--- config.mk ---
export PLATFORM = sky130hd
export DESIGN_NAME = config_msg_arbiter_flat
export DESIGN_NICKNAME = d
export VERILOG_FILES = /design/src/rtl/config_msg_arbiter_if.sv /design/src/rtl/config_msg_arbiter.sv /design/src/flat_wrapper.sv
export SDC_FILE = /design/constraint.sdc
export NUM_CORES = 1
export LEC_CHECK = 0
export BUFFER_PORTS_ARGS = -buffer_cell sky130_fd_sc_hd__buf_2
export CAP_MARGIN = 25
export CORE_UTILIZATION = 28
export CTS_CLUSTER_SIZE = 30
export DETAILED_ROUTE_END_ITERATION = 7
export PLACE_DENSITY_LB_ADDON = 0.05
export SLEW_MARGIN = 30
export SYNTH_ARGS = -nofsm -noshare
export SYNTH_HDL_FRONTEND = slang
export SYNTH_SLANG_ARGS = --single-unit
--- constraint.sdc ---
create_clock -name clk -period 2.6 [get_ports clk]
set_clock_uncertainty 0.1 [all_clocks]
set_input_delay 0.26 -clock clk [delete_from_list [all_inputs] [get_ports clk]]
set_output_delay 0.26 -clock clk [all_outputs]
set_load 0.05 [all_outputs]
--- src/rtl/config_msg_arbiter_if.sv ---
// Val/rdy bundle between the config message sources and the arbiter, plus the
// arbiter's single output channel toward the configuration register chain.
interface config_msg_arbiter_if #(
    parameter int NUM_REQ      = 4,
    parameter int ADDR_SIZE    = 4,
    parameter int PAYLOAD_SIZE = 8
);
    localparam int MSG_W = ADDR_SIZE + PAYLOAD_SIZE + 1;
    localparam int SRC_W = (NUM_REQ > 1) ? $clog2(NUM_REQ) : 1;

    // Handshake: a transfer happens on a rising edge where val && rdy are both 1.
    // A source holds val and its message stable until that edge; rdy may depend on val.
    logic [NUM_REQ-1:0]       recv_val;
    logic [NUM_REQ-1:0]       recv_rdy;
    logic [NUM_REQ*MSG_W-1:0] recv_msg;
    logic                     send_val;
    logic                     send_rdy;
    logic [MSG_W-1:0]         send_msg;
    logic [SRC_W-1:0]         send_src;

    modport master (
        output recv_val, recv_msg, send_rdy,
        input  recv_rdy, send_val, send_msg, send_src
    );

    modport slave (
        input  recv_val, recv_msg, send_rdy,
        output recv_rdy, send_val, send_msg, send_src
    );
endinterface

--- src/rtl/config_msg_arbiter.sv ---
// Round-robin arbiter feeding a one-entry buffer on the config message channel.
// Define CONFIG_MSG_ARBITER_FIXED_PRIO_EN for fixed priority (index 0 wins, no pointer).
module config_msg_arbiter #(
    parameter int NUM_REQ      = 4,
    parameter int ADDR_SIZE    = 4,
    parameter int PAYLOAD_SIZE = 8
) (
    input  logic                                        clk,
    input  logic                                        reset,
    config_msg_arbiter_if.slave                         bus,
    output logic [((NUM_REQ > 1) ? $clog2(NUM_REQ) : 1)-1:0] o_dbg_ptr
);
    localparam int MSG_W = ADDR_SIZE + PAYLOAD_SIZE + 1;
    localparam int SRC_W = (NUM_REQ > 1) ? $clog2(NUM_REQ) : 1;

    logic               r_full;
    logic [MSG_W-1:0]   r_msg;
    logic [SRC_W-1:0]   r_src;

    logic [SRC_W-1:0]   w_start;
    logic [SRC_W:0]     w_cand;
    logic [SRC_W-1:0]   w_gnt_idx;
    logic               w_gnt_any;
    logic               w_space;
    logic               w_accept;

`ifdef CONFIG_MSG_ARBITER_FIXED_PRIO_EN
    assign w_start   = '0;
    assign o_dbg_ptr = '0;
`else
    logic [SRC_W-1:0]   r_ptr;

    assign w_start   = r_ptr;
    assign o_dbg_ptr = r_ptr;

    // Pointer moves only on accept, to one past the winner with an explicit wrap.
    always_ff @(posedge clk or negedge reset) begin
        if (!reset) begin
            r_ptr <= '0;
        end else if (w_accept) begin
            if (w_gnt_idx == SRC_W'(NUM_REQ - 1))
                r_ptr <= '0;
            else
                r_ptr <= w_gnt_idx + SRC_W'(1);
        end
    end
`endif

    // Circular search from w_start; the candidate is reduced explicitly so
    // non-power-of-two requester counts wrap correctly.
    always_comb begin
        w_gnt_any = 1'b0;
        w_gnt_idx = '0;
        w_cand    = '0;
        for (int k = 0; k < NUM_REQ; k++) begin
            w_cand = {1'b0, w_start} + (SRC_W+1)'(k);
            if (w_cand >= (SRC_W+1)'(NUM_REQ))
                w_cand = w_cand - (SRC_W+1)'(NUM_REQ);
            if (!w_gnt_any && bus.recv_val[w_cand[SRC_W-1:0]]) begin
                w_gnt_any = 1'b1;
                w_gnt_idx = w_cand[SRC_W-1:0];
            end
        end
    end

    assign w_space  = !r_full || bus.send_rdy;
    // Gating with reset keeps every ready low while reset is held, even though
    // the cleared buffer would otherwise report space.
    assign w_accept = reset && w_space && w_gnt_any;

    always_comb begin
        bus.recv_rdy = '0;
        if (w_accept)
            bus.recv_rdy[w_gnt_idx] = 1'b1;
    end

    always_ff @(posedge clk or negedge reset) begin
        if (!reset) begin
            r_full <= 1'b0;
            r_msg  <= '0;
            r_src  <= '0;
        end else if (w_accept) begin
            r_full <= 1'b1;
            r_msg  <= bus.recv_msg[w_gnt_idx*MSG_W +: MSG_W];
            r_src  <= w_gnt_idx;
        end else if (r_full && bus.send_rdy) begin
            r_full <= 1'b0;
        end
    end

    assign bus.send_val = r_full;
    assign bus.send_msg = r_msg;
    assign bus.send_src = r_src;
endmodule
--- src/flat_wrapper.sv ---
// flat-port wrapper written by rule: the top's interface ports become plain ports
module config_msg_arbiter_flat 
#(
    parameter int NUM_REQ      = 4,
    parameter int ADDR_SIZE    = 4,
    parameter int PAYLOAD_SIZE = 8
)
  (clk, reset, o_dbg_ptr, bus_recv_val, bus_recv_msg, bus_send_rdy, bus_recv_rdy, bus_send_val, bus_send_msg, bus_send_src);
  config_msg_arbiter_if #(.NUM_REQ(NUM_REQ), .ADDR_SIZE(ADDR_SIZE), .PAYLOAD_SIZE(PAYLOAD_SIZE)) bus_i ();
  input  logic clk;
  input  logic reset;
  output logic [((NUM_REQ > 1) ? $clog2(NUM_REQ) : 1)-1:0] o_dbg_ptr;
  input wire logic [$bits(bus_i.recv_val)-1:0] bus_recv_val;
  input wire logic [$bits(bus_i.recv_msg)-1:0] bus_recv_msg;
  input wire logic [$bits(bus_i.send_rdy)-1:0] bus_send_rdy;
  output wire logic [$bits(bus_i.recv_rdy)-1:0] bus_recv_rdy;
  output wire logic [$bits(bus_i.send_val)-1:0] bus_send_val;
  output wire logic [$bits(bus_i.send_msg)-1:0] bus_send_msg;
  output wire logic [$bits(bus_i.send_src)-1:0] bus_send_src;
  assign bus_i.recv_val = bus_recv_val;
  assign bus_i.recv_msg = bus_recv_msg;
  assign bus_i.send_rdy = bus_send_rdy;
  assign bus_recv_rdy = bus_i.recv_rdy;
  assign bus_send_val = bus_i.send_val;
  assign bus_send_msg = bus_i.send_msg;
  assign bus_send_src = bus_i.send_src;
  config_msg_arbiter #(.NUM_REQ(NUM_REQ), .ADDR_SIZE(ADDR_SIZE), .PAYLOAD_SIZE(PAYLOAD_SIZE)) u_core (.clk(clk), .reset(reset), .bus(bus_i), .o_dbg_ptr(o_dbg_ptr));
endmodule
==> results.sh <==
export IMPL_cp_max_fo=15
export IMPL_setup_viol=0
export IMPL_hold_depth=3
export IMPL_synth_warnings=0
export IMPL_grt_setup_unrepaired="no"
export IMPL_leakage_nw=0.909
export IMPL_outcome="finished, final reports clean"
export IMPL_synthCells=112
export IMPL_max_freq_mhz=419
export IMPL_routed_wl_um=3110
export IMPL_worst_endpoint_required_ps=2240
export IMPL_ant_nets=0
export IMPL_async_flop_share_pct=100
export IMPL_first_iter_violations=27
export IMPL_nets=255
export IMPL_relSlewSlack_pct=48.8
export IMPL_hp_start="bus_recv_msg[6]"
export IMPL_grt_start_max_net_pins=19
export IMPL_place_gp_congestion=0.766
export IMPL_synth_net_count=171
export IMPL_final_util_pct=41.4
export IMPL_dp_hpwl_um=2430
export IMPL_crit_path_cell_trace="a21oi_1 > o21a_1 > o221ai_2 > nor2_1 > buf_2"
export IMPL_cts_path_max_buffers=2
export IMPL_hold_class="in -> reg"
export IMPL_start_util_pct=29.6
export IMPL_synth_common_cells="27 x mux2i_1, 18 x dfrtp_1, 14 x o21ai_0"
export IMPL_reg2reg_slack_ps=470
export IMPL_drtPass1Iterations=4
export IMPL_seq_area_frac_synth_pct=37.5
export IMPL_ir_drop_mv=0.471
export IMPL_vias_per_cell=4.73
export IMPL_grt_pass1_vias=1044
export IMPL_worst_r2r_endpoint="u_core.bus.send_msg[5]"
export IMPL_period_share_pct=91.7
export IMPL_cap_violations=0
export IMPL_remaining_drc_errors=0
export IMPL_fp_dieH_um=67.5
export IMPL_cts_num_sinks=18
export IMPL_total_power_mw=1.67
export IMPL_diodes=0
export IMPL_startpoint_type="flip-flop"
export IMPL_synth_top_cell_area_share_pct=37.5
export IMPL_power_density_nw_per_um2=995
export IMPL_cts_clk_slew_worst_paths_ps=70
export IMPL_slowest_delay_ps=610
export IMPL_dpl_instance_area_um2=1630
export IMPL_postSynthAreaPerCell_um2=10.7
export IMPL_rr_worst_depth=6
export IMPL_synthMostInstantiatedCell="mux2i_1"
export IMPL_grt_pass1_wl_um=4680
export IMPL_core_rowCount=23
export IMPL_cp_arrival_ps=2020
export IMPL_pin_count=81
export IMPL_cpMaxStageDelayCell="o221ai_2"
export IMPL_port_buffers=80
export IMPL_dieArea_um2=4560
export IMPL_worst_slew_pin_slew_ps=768
export IMPL_synth_edff_count=0
export IMPL_design_core_area_um2=4060
export IMPL_synth_ff_type="dfrtp_1"
export IMPL_clock_root_buffer="clkbuf_8"
export IMPL_synthDistinctLibCells=26
export IMPL_die_w_um=67.5
export IMPL_clock_latency_ps=250
export IMPL_min_to="u_core.bus.send_msg[6]"
export IMPL_numCtsBuffers=3
export IMPL_finalHoldViolations=0
export IMPL_drt_wirelength_per_cell_um=12.7
export IMPL_path_class="reg -> out"
export IMPL_cts_tree="done"
export IMPL_r2r_start="u_core.o_dbg_ptr[1]"
export IMPL_fin_hold_ws_ps=198
export IMPL_syn_to_final_growth_pct=39.5
export IMPL_synthTopCellsByArea="dfrtp_1 37%, mux2i_1 22%, a2bb2oi_1 9.5%, o21ai_0 5.8%, buf_6 4.7%"
export IMPL_slew_violations=0
export IMPL_end_kind="primary output"
export IMPL_final_layout_size_suffix_gt1_share_pct=48.5
export IMPL_grt_overflow=0
export IMPL_grt_total_usage_pct=13.7
export IMPL_final_area_um2=1680
export IMPL_fin_tns_setup_ps=0
export IMPL_cts_htree_levels=1
export IMPL_finalCriticalPeriod_ps=2380
export IMPL_vias=1155
export IMPL_ys_ff_latch=18
export IMPL_antenna_found_initial=0
export IMPL_post_cts_buffers=0
export IMPL_synth_top_area_cell="dfrtp_1"
export IMPL_synth_area_um2=1200
==> cells in the final DEF, fill, tap and decap left out, types with 2 or more instances in the layout <==
master and count:
buf_2 80, mux2i_1 27, dfrtp_1 18, o21ai_0 14, a2bb2oi_1 13, nand2_1 9
buf_4 6, nor2_1 4, clkbuf_8 3, inv_1 2, a21oi_1 2, nand2b_1 2
==> state kept, by name, indices dropped and copies added, names as in the netlist <==
signal and flops:
u_core.bus.send_src 2, u_core.o_dbg_ptr 2, u_core.bus.send_val 1, u_core.bus.send_msg 13
==> cells by family after synthesis <==
logic type,after synthesis,synth area share (%)
compound gates,39,24.6
buf+inv,10,8.53
xor+xnor,1,0.729
mux,27,22.5
flops,18,37.5
simple gates,17,6.24
==> layer usage <==
layer	global-route usage, %	share of wire [%]	vias up	routed length, µm
met5	0	0	-	0
met3	1.86	5.9	2	182
met4	3.99	0.61	0	19
li1	-	-	589	-
met2	24.4	50	39	1560
met1	16.8	43	525	1350
==> layout make-up <==
type | instances | area [µm²]
flip-flops and latches | 18 | 450
fillers | 410 | 2380
clock buffers | 3 | 41.3
inverters | 2 | 7.51
well taps | 50 | 62.6
repair buffers | 87 | 455
multi-input cells | 84 | 661
==> per-stage QoR <==
stage / setup WS (ps) / instances
final: 215 / 244
after global routing: 12.2 / 244
after global placement: 487 / 240
after detailed placement: 455 / 240
after floorplan: -37.1 / 112
after CTS: 172 / 244
==> power by group <==
part | total [mW] | internal [mW] | switching [mW]
Clock | 0.191 | 0.103 | 0.0887
Sequential | 0.459 | 0.385 | 0.0747
Combinational | 1.02 | 0.336 | 0.683
==> worst max-delay path, delay by kind of cell, from the launching register on <==
family	cells	cell delay (ps)
AO/OA/AOI/OAI	3	940
flip-flops	1	520
buffers and inverters	1	240
AND/OR/NAND/NOR	1	70
==> how the worst max path moves through the flow <==
| stage | slack [ps] | start | cells after the start | endpoint |
|---|---|---|---|---|
| CTS | 170 | u_core.o_dbg_ptr[1] | 5 | bus_recv_rdy[2] |
| finish | 220 | u_core.o_dbg_ptr[1] | 5 | bus_recv_rdy[2] |
| detailed placement | 460 | u_core.o_dbg_ptr[1] | 5 | bus_recv_rdy[2] |
| global placement | 490 | u_core.o_dbg_ptr[1] | 5 | bus_recv_rdy[2] |
| global route | 10 | u_core.o_dbg_ptr[1] | 5 | bus_recv_rdy[2] |
| floorplan | -40 | u_core.o_dbg_ptr[1] | 5 | bus_recv_rdy[1] |
==> timing repair <==
| action | CTS | global route |
|---|---|---|
| endpoints found under the hold margin | 18 | 0 |
| hold buffers | 1 | 0 |
| gates resized for setup | 0 | 0 |
No activity file was read; power rests on OpenSTA's default activity.
